$ cat src/rtl/axi_tdd_ng_sync_mon_pkg.sv
// Shared types for the TDD sync monitor: FSM state encoding and helpers.
package axi_tdd_ng_sync_mon_pkg;

    typedef enum logic [2:0] {
        ST_IDLE     = 3'd0,
        ST_SEARCH   = 3'd1,
        ST_ACQUIRE  = 3'd2,
        ST_LOCKED   = 3'd3,
        ST_HOLDOVER = 3'd4
    } sync_state_t;

    localparam logic [2:0] SYNC_ST_IDLE     = 3'd0;
    localparam logic [2:0] SYNC_ST_SEARCH   = 3'd1;
    localparam logic [2:0] SYNC_ST_ACQUIRE  = 3'd2;
    localparam logic [2:0] SYNC_ST_LOCKED   = 3'd3;
    localparam logic [2:0] SYNC_ST_HOLDOVER = 3'd4;

    // Lock is reported in both the tracking and the flywheel states.
    function automatic logic state_is_locked(input sync_state_t st);
        return (st == ST_LOCKED) || (st == ST_HOLDOVER);
    endfunction

endpackage

$ cat src/rtl/axi_tdd_ng_sync_mon_edge.sv
// Optional 3-flop synchronizer plus rising-edge detector for the sync input.
// Everything clears while reset or disabled so a re-enable starts clean.
module axi_tdd_ng_sync_mon_edge #(
    parameter int SYNC_EXTERNAL_CDC = 0
) (
    input  logic clk,
    input  logic resetn,
    input  logic enable,
    input  logic sync_in,
    output logic sync_edge
);

    generate
        if (SYNC_EXTERNAL_CDC != 0) begin : g_cdc
            // sync_m[0..2] = m1..m3; the edge is taken between m2 and m3
            logic [2:0] sync_m;

            // Shift the asynchronous input through the synchronizer chain
            always_ff @(posedge clk) begin
                if (!resetn || !enable) sync_m <= 3'b000;
                else                    sync_m <= {sync_m[1:0], sync_in};
            end

            assign sync_edge = sync_m[1] & ~sync_m[2];
        end else begin : g_direct
            logic sync_in_d;

            // Delay the already-synchronous input by one cycle for edge detect
            always_ff @(posedge clk) begin
                if (!resetn || !enable) sync_in_d <= 1'b0;
                else                    sync_in_d <= sync_in;
            end

            assign sync_edge = enable & sync_in & ~sync_in_d;
        end
    endgenerate

endmodule

$ cat src/rtl/axi_tdd_ng_sync_mon.sv
// TDD sync monitor: qualifies incoming sync edges against the programmed
// period/tolerance window, locks after consecutive good periods and
// flywheels through a bounded number of missing edges.
module axi_tdd_ng_sync_mon
    import axi_tdd_ng_sync_mon_pkg::*;
#(
    parameter int SYNC_EXTERNAL_CDC = 0,
    parameter int SYNC_COUNT_WIDTH  = 64,
    parameter int TOL_WIDTH         = 16,
    parameter int LOCK_COUNT        = 3,
    parameter int HOLDOVER_MAX      = 4
) (
    input  logic                        clk,
    input  logic                        resetn,
    input  logic                        sync_in,
    input  logic                        tdd_enable,
    input  logic [SYNC_COUNT_WIDTH-1:0] tdd_sync_period,
    input  logic [TOL_WIDTH-1:0]        tdd_sync_tolerance,
    output logic                        sync_out,
    output logic                        sync_locked,
    output logic                        sync_early,
    output logic                        sync_missed,
    output logic                        sync_lost,
    output logic [SYNC_COUNT_WIDTH-1:0] sync_period_meas,
    output logic [2:0]                  sync_state
);

    localparam int W  = SYNC_COUNT_WIDTH;
    localparam int WX = SYNC_COUNT_WIDTH + 1;

    sync_state_t  state, state_nxt;
    logic [W-1:0] cnt, cnt_nxt;
    logic [7:0]   acq_cnt, acq_nxt;
    logic [7:0]   miss_cnt, miss_nxt;

    logic         out_nxt, early_nxt, missed_nxt, lost_nxt;
    logic [W-1:0] meas_nxt;

    logic         sync_edge;
    logic [WX-1:0] p_ext, p_m1, t_ext, c_ext, win_lo, win_hi;
    logic         period_ok, edge_in, edge_early, miss;
    logic         acq_done, hold_done;
    logic [W-1:0] tol_cnt;

    axi_tdd_ng_sync_mon_edge #(
        .SYNC_EXTERNAL_CDC(SYNC_EXTERNAL_CDC)
    ) u_edge (
        .clk      (clk),
        .resetn   (resetn),
        .enable   (tdd_enable),
        .sync_in  (sync_in),
        .sync_edge(sync_edge)
    );

    // Window arithmetic is one bit wider so hi = P-1+T never wraps.
    assign p_ext     = {1'b0, tdd_sync_period};
    assign p_m1      = p_ext - WX'(1);
    assign t_ext     = WX'(tdd_sync_tolerance);
    assign c_ext     = {1'b0, cnt};
    assign win_lo    = (p_m1 > t_ext) ? (p_m1 - t_ext) : '0;
    assign win_hi    = p_m1 + t_ext;
    assign period_ok = (p_ext >= WX'(2));
    assign tol_cnt   = W'(tdd_sync_tolerance);

    assign edge_early = sync_edge & (c_ext < win_lo);
    assign edge_in    = sync_edge & (c_ext >= win_lo) & (c_ext <= win_hi);
    // An edge landing exactly on hi wins over the miss.
    assign miss       = ~sync_edge & (c_ext == win_hi);

    assign acq_done  = ({1'b0, acq_cnt} + 9'd1)  >= 9'(LOCK_COUNT);
    assign hold_done = ({1'b0, miss_cnt} + 9'd1) >= 9'(HOLDOVER_MAX);

    // State, counters and registered outputs; disable behaves like reset
    always_ff @(posedge clk) begin
        if (!resetn || !tdd_enable) begin
            state            <= ST_IDLE;
            cnt              <= '0;
            acq_cnt          <= '0;
            miss_cnt         <= '0;
            sync_out         <= 1'b0;
            sync_early       <= 1'b0;
            sync_missed      <= 1'b0;
            sync_lost        <= 1'b0;
            sync_period_meas <= '0;
        end else begin
            state            <= state_nxt;
            cnt              <= cnt_nxt;
            acq_cnt          <= acq_nxt;
            miss_cnt         <= miss_nxt;
            sync_out         <= out_nxt;
            sync_early       <= early_nxt;
            sync_missed      <= missed_nxt;
            sync_lost        <= lost_nxt;
            sync_period_meas <= meas_nxt;
        end
    end

    // Next-state and counter update from the window classification
    always_comb begin
        state_nxt = state;
        cnt_nxt   = cnt + W'(1);
        acq_nxt   = acq_cnt;
        miss_nxt  = miss_cnt;
        case (state)
            ST_IDLE: begin
                state_nxt = ST_SEARCH;
                cnt_nxt   = '0;
                acq_nxt   = '0;
                miss_nxt  = '0;
            end
            ST_SEARCH: begin
                cnt_nxt = '0;
                if (sync_edge) begin
                    state_nxt = ST_ACQUIRE;
                    acq_nxt   = '0;
                end
            end
            ST_ACQUIRE: begin
                if (edge_in) begin
                    cnt_nxt = '0;
                    if (acq_done) begin
                        state_nxt = ST_LOCKED;
                        acq_nxt   = '0;
                        miss_nxt  = '0;
                    end else begin
                        acq_nxt = acq_cnt + 8'd1;
                    end
                end else if (edge_early) begin
                    cnt_nxt = '0;
                    acq_nxt = '0;
                end else if (miss) begin
                    state_nxt = ST_SEARCH;
                    cnt_nxt   = '0;
                    acq_nxt   = '0;
                end
            end
            ST_LOCKED: begin
                if (edge_in) begin
                    cnt_nxt = '0;
                end else if (miss) begin
                    // Reload with T so the flywheel keeps the nominal phase
                    cnt_nxt   = tol_cnt;
                    miss_nxt  = 8'd1;
                    state_nxt = ST_HOLDOVER;
                end
            end
            ST_HOLDOVER: begin
                if (edge_in) begin
                    cnt_nxt   = '0;
                    miss_nxt  = '0;
                    state_nxt = ST_LOCKED;
                end else if (miss) begin
                    if (hold_done) begin
                        state_nxt = ST_SEARCH;
                        cnt_nxt   = '0;
                        miss_nxt  = '0;
                    end else begin
                        cnt_nxt  = tol_cnt;
                        miss_nxt = miss_cnt + 8'd1;
                    end
                end
            end
            default: state_nxt = ST_IDLE;
        endcase
        // A degenerate period parks the monitor in SEARCH and ignores edges.
        if (!period_ok && state != ST_IDLE) begin
            state_nxt = ST_SEARCH;
            cnt_nxt   = '0;
            acq_nxt   = '0;
            miss_nxt  = '0;
        end
    end

    // Next values of the registered pulses and the period measurement
    always_comb begin
        out_nxt    = 1'b0;
        early_nxt  = 1'b0;
        missed_nxt = 1'b0;
        lost_nxt   = 1'b0;
        meas_nxt   = sync_period_meas;
        if (period_ok) begin
            case (state)
                ST_ACQUIRE: begin
                    if (edge_in && acq_done) begin
                        out_nxt  = 1'b1;
                        meas_nxt = cnt + W'(1);
                    end
                    early_nxt = edge_early;
                end
                ST_LOCKED, ST_HOLDOVER: begin
                    if (edge_in) begin
                        out_nxt  = 1'b1;
                        meas_nxt = cnt + W'(1);
                    end else if (miss) begin
                        missed_nxt = 1'b1;
                        if (state == ST_HOLDOVER && hold_done) lost_nxt = 1'b1;
                        else                                   out_nxt  = 1'b1;
                    end
                    early_nxt = edge_early;
                end
                default: ;
            endcase
        end
    end

    assign sync_state  = state;
    assign sync_locked = state_is_locked(state);

endmodule
$ cat config.mk
export PLATFORM = sky130hd
export DESIGN_NAME = axi_tdd_ng_sync_mon
export DESIGN_NICKNAME = d
export VERILOG_FILES = /design/src/rtl/axi_tdd_ng_sync_mon_pkg.sv /design/src/rtl/axi_tdd_ng_sync_mon_edge.sv /design/src/rtl/axi_tdd_ng_sync_mon.sv
export SDC_FILE = /design/constraint.sdc
export NUM_CORES = 1
export LEC_CHECK = 0
export CORE_UTILIZATION = 37
export CTS_CLUSTER_SIZE = 25
export DETAILED_ROUTE_END_ITERATION = 10
export PLACE_DENSITY = 0.59
export SYNTH_ARGS = -nofsm -noshare
export SYNTH_HDL_FRONTEND = slang
export SYNTH_HIERARCHICAL = 1
export SYNTH_SLANG_ARGS = --single-unit
export TNS_END_PERCENT = 10
$ cat constraint.sdc
create_clock -name clk -period 17.9 [get_ports clk]
set_input_delay 3.58 -clock clk [delete_from_list [all_inputs] [get_ports clk]]
set_output_delay 3.58 -clock clk [all_outputs]
set_load 0.01 [all_outputs]
==> results of run 1 <==
[metrics by stage]
step	instances	worst slack, ns	cell area (um2)	hold WS, ns
finish	2599	4.69	17600	0.465
global route	2599	4.04	17600	0.483
CTS	2599	4.72	17600	0.465
detailed placement	2567	4.25	17000	0.444
global placement	2567	4.41	17000	0.449
floorplan	1950	7.20	15100	0.430
[registers in the layout, summed over array words and instances (netlist names)]
name	cells
cnt	64
sync_period_meas	64
acq_cnt	8
miss_cnt	8
sync_state	3
sync_early	1
sync_lost	1
sync_missed	1
sync_out	1
u_edge/g_direct.sync_in_d	1
[routing by layer]
| metal | track usage | vias up | wire (um) |
|---|---|---|---|
| li1 | - | 7282 | - |
| met1 | 0.316 | 6850 | 23200 |
| met2 | 0.384 | 353 | 22100 |
| met3 | 0.0336 | 48 | 2230 |
| met4 | 0.0795 | 2 | 1190 |
| met5 | 0 | - | 12 |
[cells in the final DEF (no fill, tap or decap), types with 20 or more instances in the layout]
master / Yosys / final
nor2_1: 248 / 248
nand2_1: 194 / 192
ha_1: 168 / 168
clkdlybuf4s50_1: 0 / 155
dfxtp_1: 152 / 152
xnor2_1: 125 / 125
xor2_1: 98 / 98
o21ai_0: 79 / 79
a21oi_1: 77 / 77
nand3_1: 73 / 73
nand4_1: 64 / 64
inv_1: 60 / 60
nor3_1: 59 / 59
a211oi_2: 58 / 58
nor4_1: 54 / 54
a21o_1: 51 / 51
or3_1: 30 / 30
and3_1: 25 / 25
and2_1: 22 / 22
or4_1: 20 / 20
[layout make-up]
cell class	instances	area (um2)	share of cell area
clock inverter	13	111	0.00634
tap	525	657	0.0374
clock buffer	19	443	0.0252
multi-input combinational	1660	11400	0.650
sequential	152	3040	0.173
timing repair buffer	170	1660	0.0947
inverter	60	225	0.0128
[power by group through the flow]
stage | Combinational (uW) | Clock (uW) | Sequential [uW]
3_3_place_gp | 189 | 0 | 347
4_1_cts | 193 | 361 | 339
5_1_grt | 216 | 374 | 339
6_report | 195 | 351 | 339
2_1_floorplan | 126 | 0 | 346
3_5_place_dp | 192 | 0 | 346
[how the worst max path moves through the flow]
stage	start	depth (start not counted)	endpoint	slack, ns
3_3_place_gp	tdd_sync_period[0]	34	cnt[63]	4.41
2_1_floorplan	tdd_sync_period[0]	35	miss_cnt[6]	7.20
6_report	tdd_sync_period[0]	34	cnt[63]	4.69
4_1_cts	tdd_sync_period[0]	34	cnt[63]	4.72
5_1_grt	tdd_sync_period[0]	34	cnt[57]	4.04
3_5_place_dp	tdd_sync_period[0]	34	cnt[63]	4.25
[worst reg2reg max path, stage by stage (launching register included)]
cell and delay (ns):
dfxtp_1 0.36, ha_1 0.32, nand4_1 0.19, nor4_1 0.68, nand3_1 0.44, o21ai_0 0.29
a21oi_1 0.13, a21oi_1 0.20, o21ba_2 0.18, nand2_1 0.05, mux2i_1 0.54, o21ai_1 0.20
o21ai_0 0.16, nand2_2 0.44, buf_4 0.46, nor2_1 0.18
[cells by family after synthesis]
| kind of cell | share of synthesized area |
|---|---|
| muxes | 0.00681 |
| DFF | 0.202 |
| adders and majority gates | 0.142 |
| AOI/OAI and AO/OA | 0.184 |
| buffers and inverters | 0.0404 |
| and+or+nand+nor | 0.294 |
| xor gates and xnor gates | 0.131 |
==> impl.org, run 1 <==
** Routing
- The first detailed-routing pass ran for 5 iterations.
- Count of vias placed by the detailed router :: 14500
- Remaining DRCs :: 0
- Using the TritonRoute via totals, the vias-per-cell ratio works out to between 5 and 6.
- The detail route stage leaves a number of antenna-violating nets equal to 0.
- In the final routed layout, each cell accounts on average for 18.7 um.
- Number of DRC violations after detailed-routing iteration 0 :: 910
- WL final :: 48700 um

** Die
- Core region area :: 39900 um2
- 156 I/O pins were placed.
- Total die area :: 41500 um2
- Number of core rows :: 73
- DIE HEIGHT :: 204 um
- The die is 204 um wide.
- Initial core utilization :: 0.378

** Setup path
- Type of destination of the critical path :: flip-flop
- Maximum cell stage delay along the critical path :: 0.74 ns
- Crit path buffers/inverters :: 4
- Slowest stage cell, crit path :: o41ai_1
- Length in cells of the worst reg-to-reg path :: 15
- CP Class :: in -> reg
- The startpoint identified for the worst register-to-register timing path is cnt[31].
- For flop-to-flop paths, the worst setup slack is 13.03 ns.
- At the worst endpoint, the arrival time is 13.60 ns.
- Kind of start point of the critical path :: primary input
- Cell mode on critical path :: nand2_1
- Endpoint of the worst-slack reg-to-reg timing path :: cnt[63]
- Data on the critical path is required at its endpoint by 18.29 ns.
- Kind of cell adding the most delay to the critical path :: compound AO/OA/AOI/OAI gates
- In this run the worst path has a maximum fanout of 37.

** Cells and area
- Final design utilization :: 0.440
- Number of fill cells :: 4109
- From synthesis to final layout, the design area changed by 16.6%.
- Share of final-layout standard cells stronger than drive strength 1 :: 0.0670
- Number of nets in the finished design :: 2315
- Antenna diode count :: 0

** Power and ir drop
- Of the total power, the share spent switching nets is 0.320.
- The design draws about 880 uW.
- Net switching component of the power :: 283 uW
- Internal power contribution :: 601 uW
- Dividing total power by cell area gives a power density of 50.4 nW/um2.
- Sequential share of power :: 0.383
- Of the total power, combinational logic draws 0.220.
- The worst-case IR drop observed on VDD is between 60 and 70 uV.
- Of the total power, the clock network draws 0.397.
- The analysis attributes to cell leakage a power of between 0.006 and 0.007 uW.

** Clocking
- Post-CTS timing repair inserted 0 buffers for setup.
- Maximum level of the CTS H-tree :: 4
- CTS placed an instance of clkbuf_16 at the clock tree root.
- TritonCTS built the clock tree.
- For the worst-skew pair, the clock arrives at the later sink with an insertion delay of between 0.4 and 0.5 ns.
- Number of instances resized during post-cts repair :: 0
- Worst-case clock buffer depth :: 2
- Clock tree sinks :: roughly 150
- Hold repair after CTS inserted 0 buffers.
- Clock tree synthesis inserted a total of 17 buffers.
- Reg clk slew, reported paths :: roughly 0.070 ns

** Global routing
- The via count of the first global-routing pass was ~14000.
- Global route overflow :: 0
- GRT Total Usage :: 0.236
- The initial antenna violation count is 1.
- Largest net degree at the start of global routing :: 67
- The first global-routing pass estimated 76900 um of wire.

** Synth
- The biggest area contributor in the post-synthesis netlist is dfxtp_1.
- Ranked by total cell area, the synthesized netlist is headed by dfxtp_1 (20%), ha_1 (14%), xnor2_1 (7.3%), nor2_1 (6.2%), xor2_1 (5.7%).
- Syn_area_per_cell :: 7.73 um2
- Area share of the largest cell type after synthesis :: 0.202
- Synthesis inferred between 150 and 200 register bits.
- Yosys mapped the design onto 78 distinct sky130hd cell types.
- Synthesis handed over a netlist of 1950 instances.
- Number of enable-type register cells in the synthesized netlist :: 0
- Count leader, synth :: nor2_1
- Dominant synthesized flop cell :: dfxtp_1
- Async set-or-reset flop fraction in the synthesized netlist :: 0
- The mapped netlist covers between 15000 and 20000 um2.
- Register area share after synthesis :: 0.202
- Most common library cells after synthesis :: nor2_1 (248), nand2_1 (194), ha_1 (168)
- During synthesis, Yosys emitted a total of 6 warnings.
- Post-synth net total :: 2204

** Placed design
- Detailed placement finished with a half-perimeter wire length of 39700 um.
- Input and output buffers added on the ports amount to between 150 and 200.
- Gp weighted congestion :: roughly 1

** Hold path
- For hold timing, the worst endpoint is acq_cnt[5].
- Worst Hold Path Cells :: 1
- In this run the most critical hold path is launched from acq_cnt[5].
- The tightest min-delay check is of the reg -> reg type.

** Timing
- The number of pins with negative max-slew slack in the final report was 0.
- Final sum of negative setup slack :: 0 ns
- Number of setup violations in the final report :: 0
- Clock skew on the completed layout was measured at 0.0173 ns.
- Relative slew slack :: 0.198
- Dividing the final minimum period by the clock period gives 0.738.
- The routed design could run at a clock period as short as 13.21 ns.
- Achievable frequency :: 75.7 MHz
- Final number of hold-violating endpoints :: 0
- Pin slew with the least headroom to its limit :: 1.19 ns
- RSZ-0062 raised after global routing :: no

** Status
- Status :: completed

** Run
- Total of max-cap violations :: 0
Note: power is estimated with default switching activity, not from simulation.
==> run 2, diff against run 1 <==
==> constraint.sdc (replaced) <==
create_clock -name clk -period 12.8 [get_ports clk]
set_input_delay 2.56 -clock clk [delete_from_list [all_inputs] [get_ports clk]]
set_output_delay 2.56 -clock clk [all_outputs]
set_load 0.01 [all_outputs]
==> impl.org, run 2 (synthesis gave the netlist of run 1 again) <==
** Status
- Status :: completed

** Clocking
- The clock sink count is 152 (unchanged).
- The number of CTS-inserted buffers was 17 (unchanged).
- The post-CTS setup repair buffer count came to 0 (unchanged).
- Worst-case clock buffer depth :: 2 (unchanged)
- # hold bufs at CTS :: 0 (unchanged)
- TritonCTS built the clock tree.
- The number of H-tree levels is 4 (unchanged).
- The register clock-pin slew on the reported worst setup and hold paths came to 0.07 ns (about the same).
- Number of instances resized during post-cts repair :: 0 (unchanged)
- In this run the clock root is driven by a clkbuf_16.
- Source-to-sink clock delay at the later pin of the worst-skew pair :: 0.46 ns (about the same)

** Timing
- Achievable frequency :: 85.8 MHz
- Number of setup violations in the final report :: 0 (unchanged)
- Post-route setup slack :: 1.14 ns (-3.55 ns)
- Relative slew slack :: 0.214 (+0.0155)
- Final number of hold-violating endpoints :: 0 (unchanged)
- The slew at the pin with the worst max-slew slack was 1.15 ns (-0.0420 ns).
- Post-Route Skew :: 0.0155 ns (-0.00180 ns)
- In the finished design, the share of the clock period the worst path needs comes to 0.911.
- The number of pins with negative max-slew slack in the final report came to 0 (unchanged).
- The setup total negative slack came to 0 ns (unchanged).
- Setup repair after global routing left no endpoint under its margin.
- The hold slack is 0.469 ns (+0.00385 ns).
- The worst path needs 11.66 ns of the cycle, external delays included.

** Cells and area
- Number of nets in the finished design :: 2324 (+0.39%)
- Largest registers ranked by flip-flop count :: cnt x64, sync_period_meas x64
- Most frequent standard cell in the layout excluding fill and tap cells :: nor2_1
- Area added between synthesis and finish :: 17.5%
- Share of final-layout standard cells stronger than drive strength 1 :: 0.0715 (+0.00451)
- Most used cells in the layout excluding fill and tap cells :: nor2_1 (248), nand2_1 (192), ha_1 (168)

** Power and ir drop
- IR drop worst, VDD :: 94.3 uV (+52%)
- Net switching component of the power :: 394 uW (+39%)
- Switching part of the total :: 0.310 (-0.00985)
- The clock share of power came to 0.413 (+0.016).
- Internal power contribution :: 875 uW (+45%)
- Total power per unit cell area :: 71.7 nW/um2 (+42%)
- The leakage dissipation is 0.00681 uW (+1.2%).
- The share of total power in combinational logic was 0.213 (-0.007).
- Sequential share of power :: 0.373 (-0.010)

** Placed design
- The post-place setup slack is 0.849 ns (-3.40 ns).
- Final HPWL DP :: 39700 um (about the same)
- IO Port Bufs :: 155 (unchanged)
- The weighted congestion reported at the end of routability-driven placement is 0.945 (-2.7%).

** Routing
- Average via count per standard cell :: 5.61 (+0.30%)
- Remaining DRCs :: 0 (unchanged)
- The routed wire length was 48800 um (+0.20%).
- Average wire per standard cell :: 18.7 um (-0.19%)
- The number of antenna-violating nets in the routed design is 0 (unchanged).
- The DRC marker count from the first detailed-route iteration is 977 (+7.4%).
- The via count was 14600 (+0.69%).
- The number of search-and-repair iterations in the first detailed-routing pass came to 5 (unchanged).

** Setup path
- Slowest stage cell, crit path :: o41ai_1
- STA classifies the critical path endpoint as a flip-flop.
- The maximum fanout along the worst path was 31 (-16%).
- Among the stages of the critical path, the cell type that occurs most often is nand2_1.
- The critical path in this run is classified as in -> reg.
- The required time of the critical path is 13.20 ns (-5.09 ns).
- The delay of the slowest critical-path stage came to 0.86 ns (+0.12 ns).
- Register-to-register path setup slack :: 8.22 ns (-4.81 ns)
- STA classifies the critical path startpoint as a primary input.
- The data arrival time of the worst path is 12.06 ns (-1.54 ns).

** Global routing
- Vias in the first global route :: 14100 (-0.11%)
- The overall track demand over capacity in global routing is 0.235 (-0.000436).
- The maximum number of pins on one net before global-route repair is 68 (+1.5%).
- The initial antenna violation count is 2 (+1).
- The total global routing overflow came to 0 (unchanged).
- The first-pass GRT wire length came to 77000 um (+0.16%).

** Die
- The die area is 41500 um2 (unchanged).
- Floorplan die width :: 204 um (unchanged)
- Initial core utilization :: 0.378 (unchanged)
- The number of top-level pins was 156 (unchanged).
- The number of rows created at floorplan was 73 (unchanged).
- The overall die height came to 204 um (unchanged).
- The core region area was 39900 um2 (unchanged).

** Run
- Total of max-cap violations :: 0 (unchanged)

** Hold path
- Classification of the worst-slack hold path :: reg -> reg
## run 2: path summary, 6_finish.rpt
path | startpoint | to | depth (start not counted)
setup / recovery | tdd_sync_period[0] | miss_cnt[6] | 33
hold / removal | acq_cnt[5] | acq_cnt[5] | 1
setup reg to reg | cnt[42] | cnt[44] | 15
hold reg to reg | acq_cnt[5] | acq_cnt[5] | 1
## run 2: stage by stage
step	std cells	utilization	power, uW	instance area [um2]
2_1_floorplan	1950	-	660	15100
3_3_place_gp	2576	0.429	749	17100
3_5_place_dp	2576	0.429	751	17100
4_1_cts	2608	0.443	1280	17700
5_1_grt	2609	0.444	1330	17700
6_report	2609	0.444	1270	17700
## run 2: layout make-up
type / instances / area, um2
antenna: 1 / 2.50
clock buffer: 17 / 425
clock inverter: 15 / 166
fill: 4047 / 22200
inverter: 60 / 225
multi-input combinational: 1660 / 11400
sequential: 152 / 3040
tap: 525 / 657
timing repair buffer: 179 / 1760
## run 2: power groups by stage
stage / combinational (uW) / sequential (uW) / clock [uW]
final: 271 / 474 / 524
after global routing: 300 / 474 / 558
after CTS: 269 / 474 / 542
after detailed placement: 267 / 485 / 0
after global placement: 265 / 485 / 0
after floorplan: 176 / 484 / 0
## run 2: worst max-delay path: cells and delay by family
family / cells / cell delay [ns]
fa+ha+maj: 3 / 1.09
xor+xnor: 1 / 0.19
compound gates: 17 / 5.05
buf+inv: 3 / 0.91
simple gates: 9 / 2.21
## run 2: metal layers
metal,vias up,global-route usage,part of all wire
met1,6966,0.315,0.47
met2,320,0.395,0.47
met3,43,0.0318,0.041
li1,7304,-,-
met4,2,0.0583,0.014
met5,-,0,0.00025
==> run 3, diff against run 2 <==
--- a/config.mk
+++ b/config.mk
@@ -5,6 +5,7 @@
 export SDC_FILE = /design/constraint.sdc
 export NUM_CORES = 1
 export LEC_CHECK = 0
+export CORE_MARGIN = 10
 export CORE_UTILIZATION = 37
 export CTS_CLUSTER_SIZE = 25
 export DETAILED_ROUTE_END_ITERATION = 10
==> impl.org, run 3 (synthesis gave the netlist of run 1 again) <==
** Status
- Status :: completed

** Cells and area
- Most used cells in the layout excluding fill and tap cells :: nor2_1 (248), nand2_1 (192), ha_1 (168)
- The storage element area came to 3040 um2 (unchanged).
- The library cell used most frequently in the layout, excluding fill and tap cells, is nor2_1.
- The fill cell instance count of the final layout came to 4119 (+1.8%).
- The fraction of layout instances using a drive strength above 1 was 0.0720 (+0.000480).
- The total number of nets in the final design is 2325 (+0.043%).
- The largest registers in the layout are cnt x64, sync_period_meas x64.
- Combined area of the multi-input logic cells :: 11400 um2 (about the same)
- Relative to the synthesized area, the layout overhead comes to 17.8%.
- The diode insertion count for antenna repair came to 0 (-1).

** Setup path
- The maximum fanout along the worst path is 10 (-68%).
- The delay of the slowest critical-path stage came to 0.73 ns (-0.13 ns).
- Slowest stage cell, crit path :: or4b_1
- Required @ worst endpoint :: 13.22 ns (+0.02 ns)
- Type of destination of the critical path :: flip-flop
- The data arrival time of the worst path is 11.76 ns (-0.30 ns).
- Register-to-register path setup slack :: 8.15 ns (-0.07 ns)
- The worst setup path is launched from a primary input.
- CP Class :: in -> reg

** Clocking
- The count of hold-fix buffers inserted at cts came to 0 (unchanged).
- The number of H-tree levels came to 4 (unchanged).
- TritonCTS built the clock tree.
- The post-CTS setup repair buffer count is 0 (unchanged).
- CTS root buf :: clkbuf_16
- The clock sink count was 152 (unchanged).
- Source-to-sink clock delay at the later pin of the worst-skew pair :: 0.50 ns (+0.04 ns)
- The maximum clock path buffer count came to 2 (unchanged).
- The quantity of gates resized following cts came to 0 (unchanged).
- Cts bufs inserted :: 17 (unchanged)
- Reg clk slew, reported paths :: 0.06 ns (about the same)

** Placed design
- Final HPWL DP :: 42000 um (+5.8%)
- IO Port Bufs :: 155 (unchanged)
- Gp weighted congestion :: 0.942 (-0.34%)

** Timing
- Relative slew slack :: 0.135 (-0.0789)
- Crit share post-route :: 0.886 (-0.0251)
- Setup repair after global routing left no endpoint under its margin.
- The slew at the pin with the worst max-slew slack was 1.27 ns (+0.115 ns).
- The worst clock skew was 0.0251 ns (+0.00959 ns).
- The setup total negative slack came to 0 ns (unchanged).
- The shortest clock period the worst path allows after layout was 11.34 ns (-0.321 ns).
- The final number of hold-violating endpoints was 0 (unchanged).
- The number of pins with negative max-slew slack in the final report came to 0 (unchanged).
- The fmax is 88.2 MHz (+2.8%).
- Number of setup violations in the final report :: 0 (unchanged)

** Global routing
- Global-route wire length before repair :: 81300 um (+5.6%)
- GRT Total Usage :: 0.203 (-0.0318)
- The maximum number of pins on one net before global-route repair was 67 (-1.5%).
- The via count of the first global-routing pass came to 14600 (+3.4%).
- Antenna violations before repair :: 0 (-2)
- The total global routing overflow is 0 (unchanged).

** Routing
- Average via count per standard cell :: 5.62 (+0.20%)
- The number of search-and-repair iterations in the first detailed-routing pass is 5 (unchanged).
- The number of antenna-violating nets in the routed design is 0 (unchanged).
- The DRC marker count from the first detailed-route iteration came to 865 (-11%).
- The routed wire length came to 51000 um (+4.7%).
- Count of vias placed by the detailed router :: 14700 (+0.16%)
- The average wire per cell in the routed design came to 19.6 um (+4.7%).
- The residual DRC count is 0 (unchanged).

** Die
- Core region area :: 40000 um2 (+0.23%)
- DIE HEIGHT :: 222 um (+8.8%)
- Initial core utilization :: 0.377 (-0.000862)
- The number of top-level pins came to 156 (unchanged).
- Number of core rows :: 73 (unchanged)
- The die area was 49200 um2 (+18%).
- Floorplan die width :: 222 um (+8.8%)

** Run
- Total of max-cap violations :: 0 (unchanged)

** Power and ir drop
- Total power per unit cell area :: 73.2 nW/um2 (+2.2%)
- Power after layout :: 1300 uW (+2.5%)
- Leak pwr :: 0.00683 uW (+0.29%)
- The maximum VDD drop was 94.8 uV (+0.61%).

** Hold path
- The tightest min-delay check is of the reg -> reg type.
==> run 3: area by class of cell <==
cell class,instances,share of cell area
flip-flops and latches,152,0.171
inverters,60,0.0127
repair buffers,180,0.0994
well taps,525,0.0370
clock inverters,13,0.0109
clock buffers,18,0.0247
multi-input cells,1660,0.644
==> run 3: worst max-delay path, delay by kind of cell <==
kind / cells / cell delay (ns)
XOR/XNOR: 2 / 0.36
AND/OR/NAND/NOR: 11 / 3.01
AO/OA/AOI/OAI: 16 / 4.29
adder cells (fa/ha/maj): 3 / 0.93
buffers and inverters: 2 / 0.61
==> run 3: metal layers <==
layer  routed length [um]  share of wire  GRT usage  vias to the layer above
met5                    0              0          0                        -
met4                 1030          0.020     0.0667                        0
met3                 2430          0.048     0.0360                       58
met2                23400           0.46      0.330                      326
met1                24200           0.47      0.266                     6975
li1                     -              -          -                     7300
==> run 3: worst paths after layout <==
check                                   startpoint     endpoint  cells past startpoint
worst max-delay path            tdd_sync_period[0]  miss_cnt[3]                     34
worst min-delay path                    acq_cnt[6]   acq_cnt[6]                      1
worst max register to register             cnt[42]  miss_cnt[6]                     14
worst min register to register          acq_cnt[6]   acq_cnt[6]                      1
==> run 3: through the flow <==
stage	hold slack (ns)	instances	setup slack (ns)	instance area, um2	utilization
final	0.463	2608	1.46	17800	0.444
after global routing	0.479	2608	0.656	17800	0.444
after CTS	0.467	2608	1.65	17800	0.444
after detailed placement	0.452	2577	1.14	17100	0.428
after global placement	0.447	2577	1.34	17100	0.428
after floorplan	0.430	1950	3.12	15100	-
==> run 3: power breakdown <==
| part | total, uW | internal, uW | switching [uW] |
|---|---|---|---|
| combinational | 273 | 111 | 162 |
| clock | 553 | 331 | 222 |
| sequential | 474 | 473 | 0.747 |
